### src/rtl/dram_line_ctrl.sv
// Moves one 128-bit line between the on-chip data RAM and DRAM (writeback or fill).
// Optional fill watchdog is enabled with the DRAM_TIMEOUT_EN macro.
module dram_line_ctrl #(
  parameter int DWIDTH = 11
) (
  input  logic              clk,
  input  logic              rst,
  input  logic              req_valid,
  output logic              req_ready,
  input  logic              req_wb,
  input  logic [DWIDTH-3:0] req_line,
  input  logic [27:0]       req_dadr,
  output logic              done,
  output logic              err,
  output logic [DWIDTH-3:0] ram_radr_all,
  input  logic [127:0]      ram_rdata_all,
  output logic              ram_ren_all,
  output logic [DWIDTH-3:0] ram_wadr_all,
  output logic [127:0]      ram_wdata_all,
  output logic              ram_wen_all,
  output logic              dram_cmd_valid,
  input  logic              dram_cmd_ready,
  output logic              dram_cmd_we,
  output logic [27:0]       dram_cmd_adr,
  output logic [127:0]      dram_wdata,
  input  logic              dram_rvalid,
  input  logic [127:0]      dram_rdata
);

  typedef enum logic [2:0] {
    IDLE, WB_RD, WB_CAP, WB_CMD, FL_CMD, FL_WAIT, FL_WR, DONE
  } state_t;

  state_t              state_reg;
  logic [DWIDTH-3:0]   line_reg;
  logic [27:0]         dadr_reg;
  logic [127:0]        line_buf_reg;

  logic                req_ready_reg;
  logic                done_reg;
  logic                ram_ren_reg;
  logic [DWIDTH-3:0]   ram_radr_reg;
  logic                ram_wen_reg;
  logic [DWIDTH-3:0]   ram_wadr_reg;
  logic                cmd_valid_reg;
  logic                cmd_we_reg;
  logic [27:0]         cmd_adr_reg;

`ifdef DRAM_TIMEOUT_EN
  logic                err_reg;
  logic [7:0]          wait_cnt_reg;
`endif

  always_ff @(posedge clk) begin
    if (rst) begin
      state_reg     <= IDLE;
      req_ready_reg <= 1'b1;
      done_reg      <= 1'b0;
      ram_ren_reg   <= 1'b0;
      ram_radr_reg  <= '0;
      ram_wen_reg   <= 1'b0;
      ram_wadr_reg  <= '0;
      cmd_valid_reg <= 1'b0;
      cmd_we_reg    <= 1'b0;
      cmd_adr_reg   <= '0;
`ifdef DRAM_TIMEOUT_EN
      err_reg       <= 1'b0;
      wait_cnt_reg  <= '0;
`endif
    end else begin
      // Strobes are single-cycle: default them low and raise only on the entering transition.
      done_reg     <= 1'b0;
      ram_ren_reg  <= 1'b0;
      ram_radr_reg <= '0;
      ram_wen_reg  <= 1'b0;
      ram_wadr_reg <= '0;
`ifdef DRAM_TIMEOUT_EN
      err_reg      <= 1'b0;
`endif
      case (state_reg)
        IDLE: begin
          if (req_valid) begin
            line_reg      <= req_line;
            dadr_reg      <= req_dadr;
            req_ready_reg <= 1'b0;
            if (req_wb) begin
              state_reg    <= WB_RD;
              ram_ren_reg  <= 1'b1;
              ram_radr_reg <= req_line;
            end else begin
              state_reg     <= FL_CMD;
              cmd_valid_reg <= 1'b1;
              cmd_we_reg    <= 1'b0;
              cmd_adr_reg   <= req_dadr;
            end
          end
        end
        WB_RD: state_reg <= WB_CAP;
        WB_CAP: begin
          line_buf_reg  <= ram_rdata_all;
          state_reg     <= WB_CMD;
          cmd_valid_reg <= 1'b1;
          cmd_we_reg    <= 1'b1;
          cmd_adr_reg   <= dadr_reg;
        end
        WB_CMD: begin
          if (dram_cmd_ready) begin
            cmd_valid_reg <= 1'b0;
            cmd_we_reg    <= 1'b0;
            cmd_adr_reg   <= '0;
            done_reg      <= 1'b1;
            state_reg     <= DONE;
          end
        end
        FL_CMD: begin
          if (dram_cmd_ready) begin
            cmd_valid_reg <= 1'b0;
            cmd_adr_reg   <= '0;
            state_reg     <= FL_WAIT;
`ifdef DRAM_TIMEOUT_EN
            wait_cnt_reg  <= '0;
`endif
          end
        end
        FL_WAIT: begin
          if (dram_rvalid) begin
            line_buf_reg <= dram_rdata;
            ram_wen_reg  <= 1'b1;
            ram_wadr_reg <= line_reg;
            state_reg    <= FL_WR;
          end
`ifdef DRAM_TIMEOUT_EN
          // Count 254 marks the 255th silent cycle in FL_WAIT.
          else if (wait_cnt_reg == 8'd254) begin
            err_reg       <= 1'b1;
            req_ready_reg <= 1'b1;
            state_reg     <= IDLE;
          end else begin
            wait_cnt_reg <= wait_cnt_reg + 8'd1;
          end
`endif
        end
        FL_WR: begin
          done_reg  <= 1'b1;
          state_reg <= DONE;
        end
        DONE: begin
          req_ready_reg <= 1'b1;
          state_reg     <= IDLE;
        end
        default: begin
          req_ready_reg <= 1'b1;
          state_reg     <= IDLE;
        end
      endcase
    end
  end

  // The line buffer is never reset, so its data outputs are gated by their registered strobes.
  assign req_ready      = req_ready_reg;
  assign done           = done_reg;
  assign ram_ren_all    = ram_ren_reg;
  assign ram_radr_all   = ram_radr_reg;
  assign ram_wen_all    = ram_wen_reg;
  assign ram_wadr_all   = ram_wadr_reg;
  assign ram_wdata_all  = ram_wen_reg ? line_buf_reg : '0;
  assign dram_cmd_valid = cmd_valid_reg;
  assign dram_cmd_we    = cmd_we_reg;
  assign dram_cmd_adr   = cmd_adr_reg;
  assign dram_wdata     = cmd_we_reg ? line_buf_reg : '0;

`ifdef DRAM_TIMEOUT_EN
  assign err = err_reg;
`else
  assign err = 1'b0;
`endif

endmodule

### config.mk
export PLATFORM = sky130hd
export DESIGN_NAME = dram_line_ctrl
export DESIGN_NICKNAME = d
export VERILOG_FILES = /design/src/rtl/dram_line_ctrl.sv
export SDC_FILE = /design/constraint.sdc
export NUM_CORES = 1
export LEC_CHECK = 0
export ABC_AREA = 1
export CORE_AREA = 4 4 236 238
export CTS_CLUSTER_DIAMETER = 100
export DETAILED_ROUTE_END_ITERATION = 16
export DIE_AREA = 0 0 240 242
export DONT_BUFFER_PORTS = 1
export GPL_ROUTABILITY_DRIVEN = 0
export PLACE_DENSITY = 0.38
export SLEW_MARGIN = 10
export SYNTH_ARGS = -nofsm -noshare
export SYNTH_HDL_FRONTEND = slang
export SYNTH_SLANG_ARGS = --single-unit
### constraint.sdc
create_clock -name clk -period 15.3 [get_ports clk]
set_clock_uncertainty 0.05 [all_clocks]
set_input_delay 3.06 -clock clk [delete_from_list [all_inputs] [get_ports clk]]
set_output_delay 3.06 -clock clk [all_outputs]
set_load 0.01 [all_outputs]
==> flow_summary.json, run 1 <==
{
  "reg2regPathDepth": 5,
  "fmax_mhz": 178,
  "post-route-min-period_ps": 5620,
  "antenna_found_initial": 5,
  "row_count": 85,
  "synthFlopType": "edfxtp_1",
  "avgSynthCellArea_um2": 7.30,
  "first_pass_iters": 5,
  "layout-area-overhead-vs-synth_pct": 13.9,
  "synth_warnings": 0,
  "slew_violations": 0,
  "die_height_um": 242,
  "ios": 608,
  "dieArea_mm2": 0.0581,
  "critPathRequiredTime_ps": 12190,
  "reg2reg_from": "state_reg[0]",
  "synth_most_common_cell": "nand2_1",
  "first_iter_violations": 485,
  "drc": 0,
  "tightest_slew_ps": 1060,
  "cts_max_level": 1,
  "seq_area_frac_synth_pct": 54.6,
  "final.setup.tns_ps": 0,
  "vias": 9028,
  "fp.dieW_um": 240,
  "cap_violations": 0,
  "worst_hold_path_type": "reg2reg",
  "port_buffers": 0,
  "grt_usage_pct": 14.2,
  "drt_wl_total_um": 45000,
  "worst-setup-path-type": "reg2out",
  "nets": 1783,
  "async_reset_ff_share_pct": 0,
  "finalCritPeriodShare_pct": 36.7,
  "post_cts_buffers": 0,
  "total_power_uw": 2090,
  "ctsResizeCount": 0,
  "cts_tree": "yes",
  "critPathCaptureType": "primary output",
  "start_util_pct": 20.7,
  "grt_start_max_net_pins": 75,
  "avgViaCountPerCell": 4.10,
  "wl_per_cell_um": 20.4,
  "cp-start-kind": "register",
  "clk_path_buf_depth": 3,
  "synth_cell_types": 24,
  "syn_nets": 1819,
  "hold_viol_final": 0,
  "clockRootBuffer": "clkbuf_16",
  "setup_violations": 0,
  "clk_latency_ps": 550,
  "grt_pass1_vias": 8756,
  "relSlewSlack_pct": 29.3,
  "ys_ff_latch": 220,
  "grt_overflow": 0,
  "worst-path-max-fanout": 68,
  "reg2reg_slack_ps": 11380,
  "hold_end": "ram_wadr_all[3]",
  "netlist_instances": 1520,
  "drive_above_1_share_pct": 4.52,
  "synth_top_area_share_pct": 44.7,
  "power_density_mw_per_mm2": 166,
  "r2r_end": "line_buf_reg[66]",
  "grt_pass1_wl_um": 61400,
  "min-delay-start": "line_reg[3]",
  "ir_worst_vdd_uv": 104,
  "dp_hpwl_um": 35000,
  "cts_made_buffers": 27,
  "core_area_mm2": 0.0536,
  "leakagePower_uw": 0.00713,
  "synth_top_area_cell": "edfxtp_1",
  "clkSinkCount": 220,
  "synthTopCellsByCount": "772 x nand2_1, 311 x inv_1, 165 x edfxtp_1",
  "rsz0062_at_grt": "no",
  "cts_hold_repair.buffers": 0,
  "largest_reg_flops": 128,
  "syn_area_mm2": 0.0111,
  "worstPathArrival_ps": 2510,
  "fillers": 5993,
  "ant_nets": 0,
  "ys_top_cells_by_area": "edfxtp_1 45%, nand2_1 26%, inv_1 11%, dfxtp_1 9.9%, nor2_1 2.8%",
  "worstHoldPathCells": 2,
  "synth-edff-count": 165,
  "status": "complete, no violations",
  "path_clk_slew_ps": 60
}
==> cell usage in the layout (no fill, tap or decap), types with 3 or more instances in the layout <==
| cell | count |
|---|---|
| clkinv_2 | 7 |
| a21oi_1 | 4 |
| nor2_1 | 81 |
| clkbuf_16 | 27 |
| nand2_1 | 772 |
| bufinv_16 | 3 |
| dfxtp_1 | 53 |
| clkinvlp_4 | 3 |
| nand3b_1 | 3 |
| inv_1 | 310 |
| buf_4 | 11 |
| clkinv_1 | 5 |
| nand3_1 | 36 |
| edfxtp_1 | 165 |
==> layout make-up <==
| type | instances | area, µm² | share of cell area (%) |
|---|---|---|---|
| multi-input cells | 909 | 3540 | 28.0 |
| repair buffers | 11 | 82.6 | 0.654 |
| well taps | 696 | 871 | 6.89 |
| clock buffers | 31 | 711 | 5.63 |
| clock inverters | 18 | 176 | 1.40 |
| flip-flops and latches | 220 | 6060 | 48.0 |
| inverters | 315 | 1180 | 9.38 |
| diodes | 2 | 5.00 | 0.0396 |
==> metrics by stage <==
stage / instance area [µm²] / util, % / std cells / setup WS, ps / hold slack (ps)
2_1_floorplan: 11100 / - / 1520 / 2020 / 389
3_3_place_gp: 11700 / 21.9 / 2151 / 10210 / 397
3_5_place_dp: 11700 / 21.9 / 2151 / 10240 / 402
4_1_cts: 12600 / 23.6 / 2200 / 9620 / 415
5_1_grt: 12600 / 23.6 / 2201 / 9520 / 437
6_report: 12600 / 23.6 / 2202 / 9680 / 407
==> per-layer routing <==
metal	vias to the layer above	routed length, µm	share of wire, %	track usage (%)
met5	-	47	0.10	0
met4	6	1500	3.3	4.40
met3	63	4060	9.0	4.90
met2	406	22900	51	25.9
met1	4199	16500	37	15.5
li1	4354	-	-	-
==> cells by family after synthesis <==
| kind of cell | count (synthesis) | share of synthesized area, % |
|---|---|---|
| flip-flops | 220 | 54.6 |
| AND/OR/NAND/NOR | 899 | 31.1 |
| AO/OA/AOI/OAI | 9 | 0.440 |
| buffers and inverters | 391 | 13.9 |
| other | 1 | 0.0338 |
==> worst max-delay path by stage <==
stage,start,end,slack (ps),cells after the start
finish,dram_cmd_we,dram_wdata[16],9680,3
global route,dram_cmd_we,dram_wdata[16],9520,3
CTS,dram_cmd_we,dram_wdata[16],9620,3
detailed placement,dram_cmd_we,dram_wdata[40],10240,3
global placement,dram_cmd_we,dram_wdata[16],10210,3
floorplan,rst,line_buf_reg[0],2020,1
==> report_power, final <==
group          switching (µW)  internal [µW]  total [µW]  leakage, µW
registers                 125            780         904      0.00196
logic                     405            142         547      0.00474
clock network             260            383         642     0.000433
total                     790           1300        2090      0.00713
==> worst max-delay path: stages (launching register included) <==
cell and delay, ps:
dfxtp_4 770, buf_4 710, nand2_1 160, inv_1 160
(Power assumes the default switching activity.)
==> inputs of run 2 (changes only) <==
CORE_AREA = 4 4 234 236   (was 4 4 236 238)
DIE_AREA = 0 0 238 240   (was 0 0 240 242)
PLACE_DENSITY = 0.39   (was 0.38)
clock period = 4.6 ns   (was 15.3 ns; I/O delays follow)
==> run 2 against run 1 <==
- critical path depth is 4 higher
- worst hold slack lost 37 ps
- final area fell by 0.40%
- flip-flop and latch count stayed put
- global-route usage down 0.12 points
- largest power group unchanged
- wire length decreased by 1.9%
- count of clock-buffer cells in the layout is 8 higher
==> flow_summary.json, run 2 (synthesis gave the netlist of run 1 again) <==
{
  "status": "complete, no violations",
  "first_pass_iters": 5,
  "min-delay-start": "rst",
  "clkSinkCount": 220,
  "finalCritPeriodShare_pct": 69.9,
  "fp.dieW_um": 238,
  "fin_ws_ps": 1380,
  "grt_start_max_net_pins": 129,
  "clk_latency_ps": 560,
  "post-route-min-period_ps": 3220,
  "grt_pass1_vias": 8839,
  "cts_max_level": 1,
  "setup_violations": 0,
  "final_common_cell": "nand2_1",
  "reg2reg_slack_ps": 1380,
  "worstPathArrival_ps": 3340,
  "cts_tree": "yes",
  "worst_hold_path_type": "in2reg",
  "cap_violations": 0,
  "drc": 0,
  "seq_area_mm2": 0.00607,
  "power_density_mw_per_mm2": 543,
  "total_power_uw": 6830,
  "first_iter_violations": 483,
  "worst_hold_slack_ps": 370,
  "dieArea_mm2": 0.0571,
  "dp_hpwl_um": 33600,
  "grt_usage_pct": 14.1,
  "layout.cells.non_filler": 2189,
  "worstHoldPathCells": 1,
  "nets": 1782,
  "tightest_slew_ps": 1090,
  "critPathBufInv": 4,
  "reg2regPathDepth": 7,
  "pre_cts_slack_ps": 1450,
  "wl_per_cell_um": 20.2,
  "slew_violations": 0,
  "max_stage_delay_ps": 550,
  "ios": 608,
  "cts_hold_repair.buffers": 0,
  "antenna_cells": 0,
  "grt_pass1_wl_um": 60100,
  "start_util_pct": 21.2,
  "largest_reg_flops": 128,
  "multi_input_area_mm2": 0.00354,
  "fmax_mhz": 311,
  "antenna_found_initial": 3,
  "drt_wl_total_um": 44100,
  "clockRootBuffer": "clkbuf_16",
  "reg2reg_from": "state_reg[2]",
  "crit_family": "buffers and inverters",
  "worst-setup-path-type": "reg2reg",
  "crit_chain": "inv_4, nand2_2, nor2_1, buf_4, inv_1, o31ai_4, buf_12",
  "cp-start-kind": "register",
  "worst-path-max-fanout": 128,
  "cts_made_buffers": 27,
  "vias": 9072,
  "clk_path_buf_depth": 3,
  "r2r_end": "line_buf_reg[1]",
  "ir_worst_vdd_uv": 248,
  "slowest_stage": "inv_1",
  "critPathCaptureType": "register",
  "drive_above_1_share_pct": 3.93,
  "finish.utilization_pct": 24.0,
  "row_count": 84,
  "hold_end": "dram_cmd_we",
  "dp.cells": 2142,
  "avgViaCountPerCell": 4.14,
  "die_height_um": 240,
  "layout-area-overhead-vs-synth_pct": 13.4,
  "hold_viol_final": 0,
  "core_area_mm2": 0.0524,
  "critPathRequiredTime_ps": 4720,
  "path_clk_slew_ps": 60,
  "port_buffers": 0,
  "layout_common_cells": "771 x nand2_1, 310 x inv_1, 165 x edfxtp_1",
  "rsz0062_at_grt": "no",
  "leakagePower_uw": 0.00710,
  "relSlewSlack_pct": 27.1,
  "fillers": 5901,
  "ant_nets": 0,
  "post_cts_buffers": 0,
  "ctsResizeCount": 0,
  "grt_overflow": 0
}
run 2: metal layers:
metal	wire length, µm	global-route usage [%]	part of all wire (%)	up-vias
met4	1780	4.93	4.0	6
met3	5070	6.71	11	62
met1	16300	15.9	37	4257
li1	-	-	-	4342
met5	47	0	0.11	-
met2	20900	23.5	47	405
run 2: cell type report:
cell class,count,share of cell area (%)
clock inverters,8,0.636
inverters,315,9.44
multi-input cells,909,28.1
clock buffers,39,5.89
repair buffers,10,0.895
well taps,688,6.84
flip-flops and latches,220,48.2
run 2: worst max-delay path by stage:
stage          slack, ps          from  cells past startpoint                end
2_1_floorplan         -9           rst                      1    line_buf_reg[0]
3_3_place_gp        1480  state_reg[2]                      7   line_buf_reg[82]
3_5_place_dp        1450  state_reg[2]                      7   line_buf_reg[94]
4_1_cts             1380   ram_wen_all                      3  ram_wdata_all[55]
5_1_grt             1170  state_reg[0]                      6   line_buf_reg[88]
6_report            1380  state_reg[2]                      7    line_buf_reg[1]
run 2: stage by stage:
stage / setup TNS [ps] / area [µm²]
final: 0 / 12600
after global routing: 0 / 12600
after CTS: 0 / 12600
after detailed placement: 0 / 11800
after global placement: 0 / 11800
after floorplan: -1170 / 11100
run 2: power breakdown:
group	internal (µW)	switching (µW)	leakage (µW)	total [µW]
combinational	481	1350	0.00474	1830
clock	1170	861	0.000398	2030
sequential	2600	375	0.00196	2970
==> inputs of run 3 (changes only) <==
clock period = 2.7 ns   (was 4.6 ns; I/O delays follow)
==> run 3 against run 2 <==
- clock power increased by 77%
- total power increased by 76%
- non-clock buffer count grew 53
- wire length is 0.79% higher
- largest power group unchanged
- count of clock-buffer cells in the layout down 1
- first-iteration DRC count grew 9.3%
- sequential power is 70% higher
- flip-flop and latch count unchanged
- via count rose by 3.0%
- die area unchanged
==> flow_summary.json, run 3 (synthesis gave the netlist of run 1 again) <==
{
  "drt_wl_total_um": 44500,
  "final.setup.tns_ps": 0,
  "drive_above_1_share_pct": 5.14,
  "largest_reg_flops": 128,
  "hold_viol_final": 0,
  "p_int_uw": 7520,
  "antenna_found_initial": 1,
  "post_cts_buffers": 0,
  "slew_violations": 0,
  "p_comb_share_pct": 28.1,
  "finalCritPeriodShare_pct": 88.4,
  "ctsResizeCount": 0,
  "tightest_slew_ps": 779,
  "grt_pass1_wl_um": 61100,
  "cp-start-kind": "register",
  "critPathCaptureType": "primary output",
  "worst-setup-path-type": "reg2out",
  "clk_latency_ps": 550,
  "grt_overflow": 0,
  "fillers": 5822,
  "first_pass_iters": 6,
  "port_buffers": 0,
  "fmax_mhz": 419,
  "ir_worst_vdd_uv": 495,
  "final_cell_area_mm2": 0.0132,
  "power_density_mw_per_mm2": 909,
  "netSwitchingPower_uw": 4490,
  "row_count": 84,
  "worst-path-max-fanout": 40,
  "final_common_cell": "nand2_1",
  "cts_max_level": 1,
  "worstPathArrival_ps": 1800,
  "power_frac_clock_pct": 29.9,
  "vias": 9347,
  "worst_hold_path_type": "in2reg",
  "dp.cells": 2157,
  "setup_violations": 0,
  "dp_hpwl_um": 34100,
  "antenna_cells": 0,
  "fin_ws_ps": 314,
  "clockRootBuffer": "clkbuf_16",
  "clkSinkCount": 220,
  "layout.cells.non_filler": 2245,
  "ios": 608,
  "cts_tree": "yes",
  "grt_usage_pct": 14.2,
  "critPathRequiredTime_ps": 2110,
  "layout_common_cells": "771 x nand2_1, 310 x inv_1, 165 x edfxtp_1",
  "wl_per_cell_um": 19.8,
  "pre_cts_slack_ps": 597,
  "clk_path_buf_depth": 3,
  "core_area_mm2": 0.0524,
  "layout-area-overhead-vs-synth_pct": 19.1,
  "start_util_pct": 21.2,
  "grt_start_max_net_pins": 130,
  "avgViaCountPerCell": 4.16,
  "cts_made_buffers": 27,
  "fp.dieW_um": 238,
  "status": "complete, no violations",
  "ant_nets": 0,
  "postPlaceCellArea_mm2": 0.0120,
  "path_clk_slew_ps": 60,
  "leakagePower_uw": 0.00739,
  "grt_pass1_vias": 9130,
  "cap_violations": 0,
  "seq_power_share_pct": 42.0,
  "post-route-min-period_ps": 2390,
  "rsz0062_at_grt": "no",
  "first_iter_violations": 528,
  "relSlewSlack_pct": 48.0,
  "switching_share_pct": 37.4,
  "nets": 1835,
  "die_height_um": 240,
  "dieArea_mm2": 0.0571,
  "drc": 0
}
-- run 3: cell count changes in the layout (fill, tap and decap cells not counted), moves of 3 or more --
cell,delta
buf_4,+10
buf_12,+5
clkbuf_1,-3
clkbuf_16,+3
dlygate4sd3_1,+38
-- run 3: metal layers --
metal | part of all wire (%) | GRT usage (%) | up-vias
li1 | - | - | 4462
met1 | 37 | 15.8 | 4389
met2 | 49 | 25.1 | 433
met3 | 9.8 | 5.44 | 61
met4 | 4.0 | 5.05 | 2
met5 | 0.031 | 0 | -
-- run 3: final timing paths --
kind | from | end | slack, ps | cells after the start
max | dram_cmd_we | dram_wdata[23] | 310 | 3
max reg2reg | state_reg[2] | line_buf_reg[36] | 610 | 7
min | req_line[6] | ram_radr_all[6] | 50 | 2
min reg2reg | line_reg[0] | ram_wadr_all[0] | 410 | 2
-- run 3: area by class of cell --
type	count	area [µm²]	area share, %
inverter	315	1190	9.01
timing repair buffer	63	668	5.06
clock inverter	12	88.8	0.672
clock buffer	38	791	5.98
multi-input combinational	909	3540	26.8
sequential	220	6070	45.9
tap	688	861	6.52
-- run 3: metrics by stage --
stage / hold slack (ps) / power [µW] / util [%]
3_5_place_dp: 400 / 8500 / 22.8
6_report: 48.9 / 12000 / 25.2
3_3_place_gp: 392 / 8490 / 22.8
4_1_cts: 5.42 / 12200 / 25.2
5_1_grt: 11.5 / 12900 / 25.2
2_1_floorplan: 389 / 7460 / -
-- run 3: timing repair --
item	4_1_cts	5_1_grt
endpoints found under the setup margin	0	0
hold buffers	38	0
hold endpoints to repair	40	0
-- run 3: power by group through the flow --
| stage | Sequential (µW) | Combinational (µW) | Clock, µW |
|---|---|---|---|
| final | 5050 | 3380 | 3590 |
| after CTS | 5070 | 3450 | 3720 |
| after global routing | 5130 | 3860 | 3880 |
| after global placement | 5130 | 3360 | 0 |
| after floorplan | 4870 | 2590 | 0 |
| after detailed placement | 5130 | 3370 | 0 |
-- run 3: critical path, stage by stage (launching register included) --
cell	delay (ps)
dfxtp_4	720
buf_12	260
nand2_1	70
inv_1	150
